**config.mk**
```make
export PLATFORM = sky130hd
export DESIGN_NAME = data_or2_arbiter_flat
export DESIGN_NICKNAME = d
export VERILOG_FILES = /design/src/rtl/data_or2_arbiter_if.sv /design/src/rtl/data_or2_arbiter.sv /design/src/flat_wrapper.sv
export SDC_FILE = /design/constraint.sdc
export NUM_CORES = 1
export LEC_CHECK = 0
export BUFFER_PORTS_ARGS = -buffer_cell sky130_fd_sc_hd__buf_4
export CORE_MARGIN = 1
export CORE_UTILIZATION = 43
export CTS_CLUSTER_SIZE = 40
export DETAILED_ROUTE_END_ITERATION = 10
export GPL_ROUTABILITY_DRIVEN = 0
export HOLD_SLACK_MARGIN = 0.1
export PLACE_DENSITY = 0.82
export SLEW_MARGIN = 20
export SYNTH_ARGS = -nofsm -noshare
export SYNTH_HDL_FRONTEND = slang
export SYNTH_SLANG_ARGS = --single-unit
```
**constraint.sdc**
```tcl
create_clock -name clk -period 1.76 [get_ports clk]
set_input_delay 0.264 -clock clk [delete_from_list [all_inputs] [get_ports clk]]
set_output_delay 0.264 -clock clk [all_outputs]
set_load 0.03 [all_outputs]
```
**src/rtl/data_or2_arbiter_if.sv**
```systemverilog
// Requester-side handshakes plus the hookup to the shared dataOr2 unit.
// The slave modport is the arbiter's view.
interface data_or2_arbiter_if #(
  parameter int NREQ  = 4,
  parameter int WIDTH = 2,
  parameter int IDW   = 2
);
  logic [NREQ-1:0]       reqValid;
  logic [NREQ*WIDTH-1:0] reqA;
  logic [NREQ*WIDTH-1:0] reqB;
  logic [NREQ-1:0]       reqReady;
  logic [WIDTH-1:0]      orIn1;
  logic [WIDTH-1:0]      orIn2;
  logic [WIDTH-1:0]      orOut;
  logic [NREQ-1:0]       respValid;
  logic [WIDTH-1:0]      respData;
  logic [NREQ-1:0]       respReady;
  logic [IDW-1:0]        grantId;
  logic                  busy;

  modport slave (
    input  reqValid, reqA, reqB, orOut, respReady,
    output reqReady, orIn1, orIn2, respValid, respData, grantId, busy
  );

  modport master (
    output reqValid, reqA, reqB, orOut, respReady,
    input  reqReady, orIn1, orIn2, respValid, respData, grantId, busy
  );
endinterface

```
**src/rtl/data_or2_arbiter.sv**
```systemverilog
// Round-robin scheduler sharing one external dataOr2 unit among NREQ requesters.
// One transaction at a time: accept (IDLE), capture (ISSUE), hand back (RESP).
module data_or2_arbiter #(
  parameter int NREQ  = 4,
  parameter int WIDTH = 2,
  parameter int IDW   = 2
) (
  input logic               clk,
  input logic               rst,
  data_or2_arbiter_if.slave bus
);
  typedef enum logic [1:0] {
    ST_IDLE  = 2'd0,
    ST_ISSUE = 2'd1,
    ST_RESP  = 2'd2
  } state_t;

  state_t           state_r;
  state_t           state_s;
  logic [IDW-1:0]   last_grant_r;
  logic [IDW-1:0]   grant_r;
  logic [IDW-1:0]   win_s;
  logic             win_found_s;
  logic             accept_s;
  logic             capture_s;
  logic             release_s;
  logic [NREQ-1:0]  req_ready_s;
  logic [NREQ-1:0]  resp_valid_r;
  logic [WIDTH-1:0] op_a_r;
  logic [WIDTH-1:0] op_b_r;
  logic [WIDTH-1:0] resp_data_r;

  // First set bit of valid searching upward from last+1 with wrap; MSB flags a hit.
  function automatic logic [IDW:0] rr_pick(input logic [NREQ-1:0] valid,
                                           input logic [IDW-1:0]  last);
    logic [IDW:0] pick;
    int           idx;
    pick = '0;
    for (int k = 1; k <= NREQ; k++) begin
      idx = (int'(last) + k) % NREQ;
      if (!pick[IDW] && valid[idx]) begin
        pick = {1'b1, IDW'(idx)};
      end else begin
        pick = pick;
      end
    end
    return pick;
  endfunction

  // Next-state decode and the single-cycle accept pulse.
  always_comb begin
    {win_found_s, win_s} = rr_pick(bus.reqValid, last_grant_r);
    state_s     = state_r;
    req_ready_s = '0;
    accept_s    = 1'b0;
    capture_s   = 1'b0;
    release_s   = 1'b0;
    case (state_r)
      ST_IDLE: begin
        if (win_found_s && !rst) begin
          accept_s           = 1'b1;
          req_ready_s[win_s] = 1'b1;
          state_s            = ST_ISSUE;
        end else begin
          state_s = ST_IDLE;
        end
      end
      ST_ISSUE: begin
        capture_s = 1'b1;
        state_s   = ST_RESP;
      end
      ST_RESP: begin
        // Only the owner's respReady can release the response.
        if (bus.respReady[grant_r]) begin
          release_s = 1'b1;
          state_s   = ST_IDLE;
        end else begin
          state_s = ST_RESP;
        end
      end
      default: begin
        state_s = ST_IDLE;
      end
    endcase
  end

  // State, operand, grant and response registers; reset wins over any transition.
  always_ff @(posedge clk) begin
    if (rst) begin
      state_r      <= ST_IDLE;
      last_grant_r <= IDW'(NREQ - 1);
      grant_r      <= '0;
      op_a_r       <= '0;
      op_b_r       <= '0;
      resp_data_r  <= '0;
      resp_valid_r <= '0;
    end else begin
      state_r <= state_s;
      if (accept_s) begin
        op_a_r  <= bus.reqA[win_s*WIDTH +: WIDTH];
        op_b_r  <= bus.reqB[win_s*WIDTH +: WIDTH];
        grant_r <= win_s;
      end
      if (capture_s) begin
        resp_data_r  <= bus.orOut;
        resp_valid_r <= {{(NREQ-1){1'b0}}, 1'b1} << grant_r;
      end
      if (release_s) begin
        resp_valid_r <= '0;
        last_grant_r <= grant_r;
      end
    end
  end

  assign bus.reqReady  = req_ready_s;
  assign bus.orIn1     = op_a_r;
  assign bus.orIn2     = op_b_r;
  assign bus.respValid = resp_valid_r;
  assign bus.respData  = resp_data_r;
  assign bus.grantId   = grant_r;
  assign bus.busy      = (state_r != ST_IDLE);
endmodule

```
**src/flat_wrapper.sv**
```systemverilog
// flat-port wrapper written by rule: the top's interface ports become plain ports
module data_or2_arbiter_flat 
#(
  parameter int NREQ  = 4,
  parameter int WIDTH = 2,
  parameter int IDW   = 2
)
  (clk, rst, bus_reqValid, bus_reqA, bus_reqB, bus_orOut, bus_respReady, bus_reqReady, bus_orIn1, bus_orIn2, bus_respValid, bus_respData, bus_grantId, bus_busy);
  data_or2_arbiter_if #(.NREQ(NREQ), .WIDTH(WIDTH), .IDW(IDW)) bus_i ();
  input logic clk;
  input logic rst;
  input wire logic [$bits(bus_i.reqValid)-1:0] bus_reqValid;
  input wire logic [$bits(bus_i.reqA)-1:0] bus_reqA;
  input wire logic [$bits(bus_i.reqB)-1:0] bus_reqB;
  input wire logic [$bits(bus_i.orOut)-1:0] bus_orOut;
  input wire logic [$bits(bus_i.respReady)-1:0] bus_respReady;
  output wire logic [$bits(bus_i.reqReady)-1:0] bus_reqReady;
  output wire logic [$bits(bus_i.orIn1)-1:0] bus_orIn1;
  output wire logic [$bits(bus_i.orIn2)-1:0] bus_orIn2;
  output wire logic [$bits(bus_i.respValid)-1:0] bus_respValid;
  output wire logic [$bits(bus_i.respData)-1:0] bus_respData;
  output wire logic [$bits(bus_i.grantId)-1:0] bus_grantId;
  output wire logic [$bits(bus_i.busy)-1:0] bus_busy;
  assign bus_i.reqValid = bus_reqValid;
  assign bus_i.reqA = bus_reqA;
  assign bus_i.reqB = bus_reqB;
  assign bus_i.orOut = bus_orOut;
  assign bus_i.respReady = bus_respReady;
  assign bus_reqReady = bus_i.reqReady;
  assign bus_orIn1 = bus_i.orIn1;
  assign bus_orIn2 = bus_i.orIn2;
  assign bus_respValid = bus_i.respValid;
  assign bus_respData = bus_i.respData;
  assign bus_grantId = bus_i.grantId;
  assign bus_busy = bus_i.busy;
  data_or2_arbiter #(.NREQ(NREQ), .WIDTH(WIDTH), .IDW(IDW)) u_core (.clk(clk), .rst(rst), .bus(bus_i));
endmodule
```
==> metrics.md <==
| Metric | Value |
|---|---|
| VDD IR-drop max | 0.568 mV |
| Failing checks | setup timing |
| Final Skew | a little under 0.002 ns |
| CP Capture Type | output port |
| Worst path bufs/invs | 2 |
| Initial DRC count | 7 |
| Die Y | about 47 µm |
| I/O Buffers | 44 |
| CTS Buf Count | 3 |
| R2r startpoint | u_core.last_grant_r[1]$_SDFFE_PP1P_ |
| Worst hold path class | in2reg |
| Post-Syn Instances | 91 |
| Core area | about 0.0018 mm² |
| FP Rows | 15 |
| ANT cells | 0 |
| Vias/cell | ~5.2 |
| Status | finished, violations left |
| Critical path startpoint category | flop |
| # setup viols final | 4 |
| Area leader, netlist | dfxtp_1 |
| Simple logic cell fraction of the synthesized area | approximately a quarter |
| Crit path launch | u_core.last_grant_r[1]$_SDFFE_PP1P_ |
| Cell area after synthesis | about 860 µm² |
| Routed length per instance | between 10 and 15 µm |
| Synth Area in XOR/XNOR | 0% |
| Relative slew slack | a little under three quarters |
| Drt pass-1 iters | 4 |
| Reg2reg path depth | 6 |
| Die area | between 0.002 and 0.0025 mm² |
| Max incr delay on CP | a little under 0.4 ns |
| Worst hold endpoint | u_core.bus.respData[1]$_SDFFE_PP0N_ |
| Nets@finish | roughly 180 |
| Root buffer cell | clkbuf_4 |
| Reg2Reg Setup Slack | approximately 0.070 ns |
| Worst-path clk slew | 0.10 ns |
| Max Cap Violations | 0 |
| Final WL | about 2400 µm |
| Layout cells sized above 1 | between 50% and 60% |
| Worst reg2reg endpoint | u_core.bus.orIn1[1]$_SDFFE_PP0P_ |
| DRC Markers | 0 |
| Clk sinks | 16 |
| Setup ws final | -0.201 ns |
| Compound-cell area share of the yosys netlist | 19.6% |
| Die X | about 47 µm |
| Overflow after GRT | 0 |
| H-tree levels | 1 |
| Pre-CTS WS | around 0.062 ns |
| RSZ-0062 raised after global routing | yes |
| Hold path cells | 3 |
| Final Power | between 1 and 1.5 mW |
| Dpl hpwl | about 1700 µm |
| Synth Area in Adders | 0% |
| Fmax | roughly 510 MHz |
| Synthesized Nets | between 100 and 150 |
| Data required time of the worst path | about 1.5 ns |
| Post-synthesis mux area share | 15.4% |
| Yosys top cell area share | 37.2% |
| Io pins | 45 |
| Synth Flop Type | dfxtp_1 |
| First-pass GRT wire length | roughly 3400 µm |
| Initial Util | between 40% and 50% |
| Post-synthesis async set-or-reset flop share | 0% |
| Largest net degree at the start of global routing | 15 |
| Slew @ Worst Pin | ~0.43 ns |
| Routed vias | 900 |
| Syn_area_per_cell | around 9.5 µm² |
| Clock tree buffer depth | 2 |
| Pwr Density | 785 mW/mm² |
| Setup Crit Path Kind | reg2out |
| Seq/Total Area, Yosys | between 30% and 40% |
| Clk_lat worst skew | 0.29 ns |
| Netlist cell types | 28 |
| Period Utilization, post-route | 111% |
| Synth-to-Final Area Change | 62.2% |
| GRT Total Usage | 22.0% |
| Initial antenna violation count | 0 |
| Hold slack | around 0.24 ns |
| Worst path arrival time | 1.70 ns |
| Ranking of synthesized cells by area | dfxtp_1 (37%), mux2i_1 (13%), nor2_1 (7.0%), nand3b_1 (4.4%), a21oi_1 (4.1%) |
| CP max FO | 7 |
| Final Hold Viols | 0 |
| Final instance area | 0.00140 mm² |
| Vias in the first global route | about 850 |
| Max-slew violations | 0 |
| Post-detailed-route count of antenna-violating nets | 0 |
| CTS tree | done |
| Cell family with most CP delay | simple AND/OR/NAND/NOR gates |
| DP Area | 0.00125 mm² |
| Yosys warnings | 0 |
| Slowest cell on the critical path | dfxtp_4 |
| Synth Register Bits | 16 |
| Main combinational cell family by area after synthesis | simple AND/OR/NAND/NOR gates |
| Number of flops mapped to enable cells by yosys | 0 |
| CP cell instances | and2b_2, o31ai_4, buf_4, and3_1, buf_6 |
| Leak | 0.627 nW |
| Worst Min Path Start | bus_orOut[1] |
| Tmin final | between 1.5 and 2 ns |
## power by group
group          total, mW  switching [mW]  internal, mW
registers          0.426          0.0293         0.397
clock network      0.246           0.120         0.126
logic              0.425           0.222         0.203
total               1.10           0.371         0.726
## Yosys cell counts (2+ instances only)
cell	n
dfxtp_1	16
a21oi_1	7
nor2_1	16
mux2i_1	11
o221ai_1	4
nand3b_1	5
clkbuf_1	2
nor2b_1	2
nand2b_1	4
a211o_1	2
nor3_1	2
nand2_1	2
inv_1	3
## per-stage QoR
step,cells,TNS (ns),utilization (%)
after floorplan,91,0,-
after global placement,162,0,69.3
after detailed placement,162,0,69.3
after CTS,169,-0.561,74.8
after global routing,172,-0.894,77.5
final,172,-0.634,77.5
## placed cells by master, fill, tap and decap left out, types with 3 or more instances in the layout
master and instances:
a21oi_1 6, buf_4 52, buf_6 4, clkbuf_4 3, dfxtp_1 14, inv_1 3
mux2i_1 10, nand2b_1 4, nand3b_1 5, nor2_1 14, o221ai_1 4
## worst max-delay path by stage
stage,depth (start not counted),to,slack [ns]
3_5_place_dp,5,bus_reqReady[3],0.06
4_1_cts,5,bus_reqReady[3],-0.16
2_1_floorplan,4,bus_reqReady[0],0.05
5_1_grt,5,bus_reqReady[1],-0.26
6_report,5,bus_reqReady[1],-0.20
3_3_place_gp,5,bus_reqReady[3],0.1
## flip-flops by register name, summed over array words and instances, names as in the netlist
name / flops
u_core.bus.respValid: 4
u_core.bus.grantId: 2
u_core.bus.orIn1: 2
u_core.bus.orIn2: 2
u_core.bus.respData: 2
u_core.last_grant_r: 2
u_core.state_r: 2
## layer usage
layer,track usage [%],vias to the layer above,share of wire (%)
li1,-,443,-
met1,23.9,416,40
met2,39.2,37,52
met3,7.31,4,6.5
met4,8.57,0,1.2
met5,0,-,0
## repair_timing
item	CTS	global route
setup endpoints to repair	4	4
hold buffers	0	0
setup buffers	3	3
pin swaps	3	3
gates resized for setup	12	7
endpoints found under the hold margin	0	0
## tightest hold or removal path, cell delays in order
cell and delay [ns]:
buf_4 0.07, mux2i_1 0.06, nor2_1 0.09
## cell families (layout without fill, tap and decap cells)
group | after synthesis | in the layout
compound gates | 18 | 18
buf+inv | 7 | 63
flops | 16 | 16
mux | 12 | 12
simple gates | 38 | 38
## final cells by class
cell class | instances | area, µm²
timing repair buffer | 56 | 435
sequential | 16 | 328
inverter | 3 | 11.3
fill | 132 | 405
tap | 25 | 31.3
clock buffer | 4 | 36.3
multi-input combinational | 68 | 554
(Power assumes the default switching activity.)
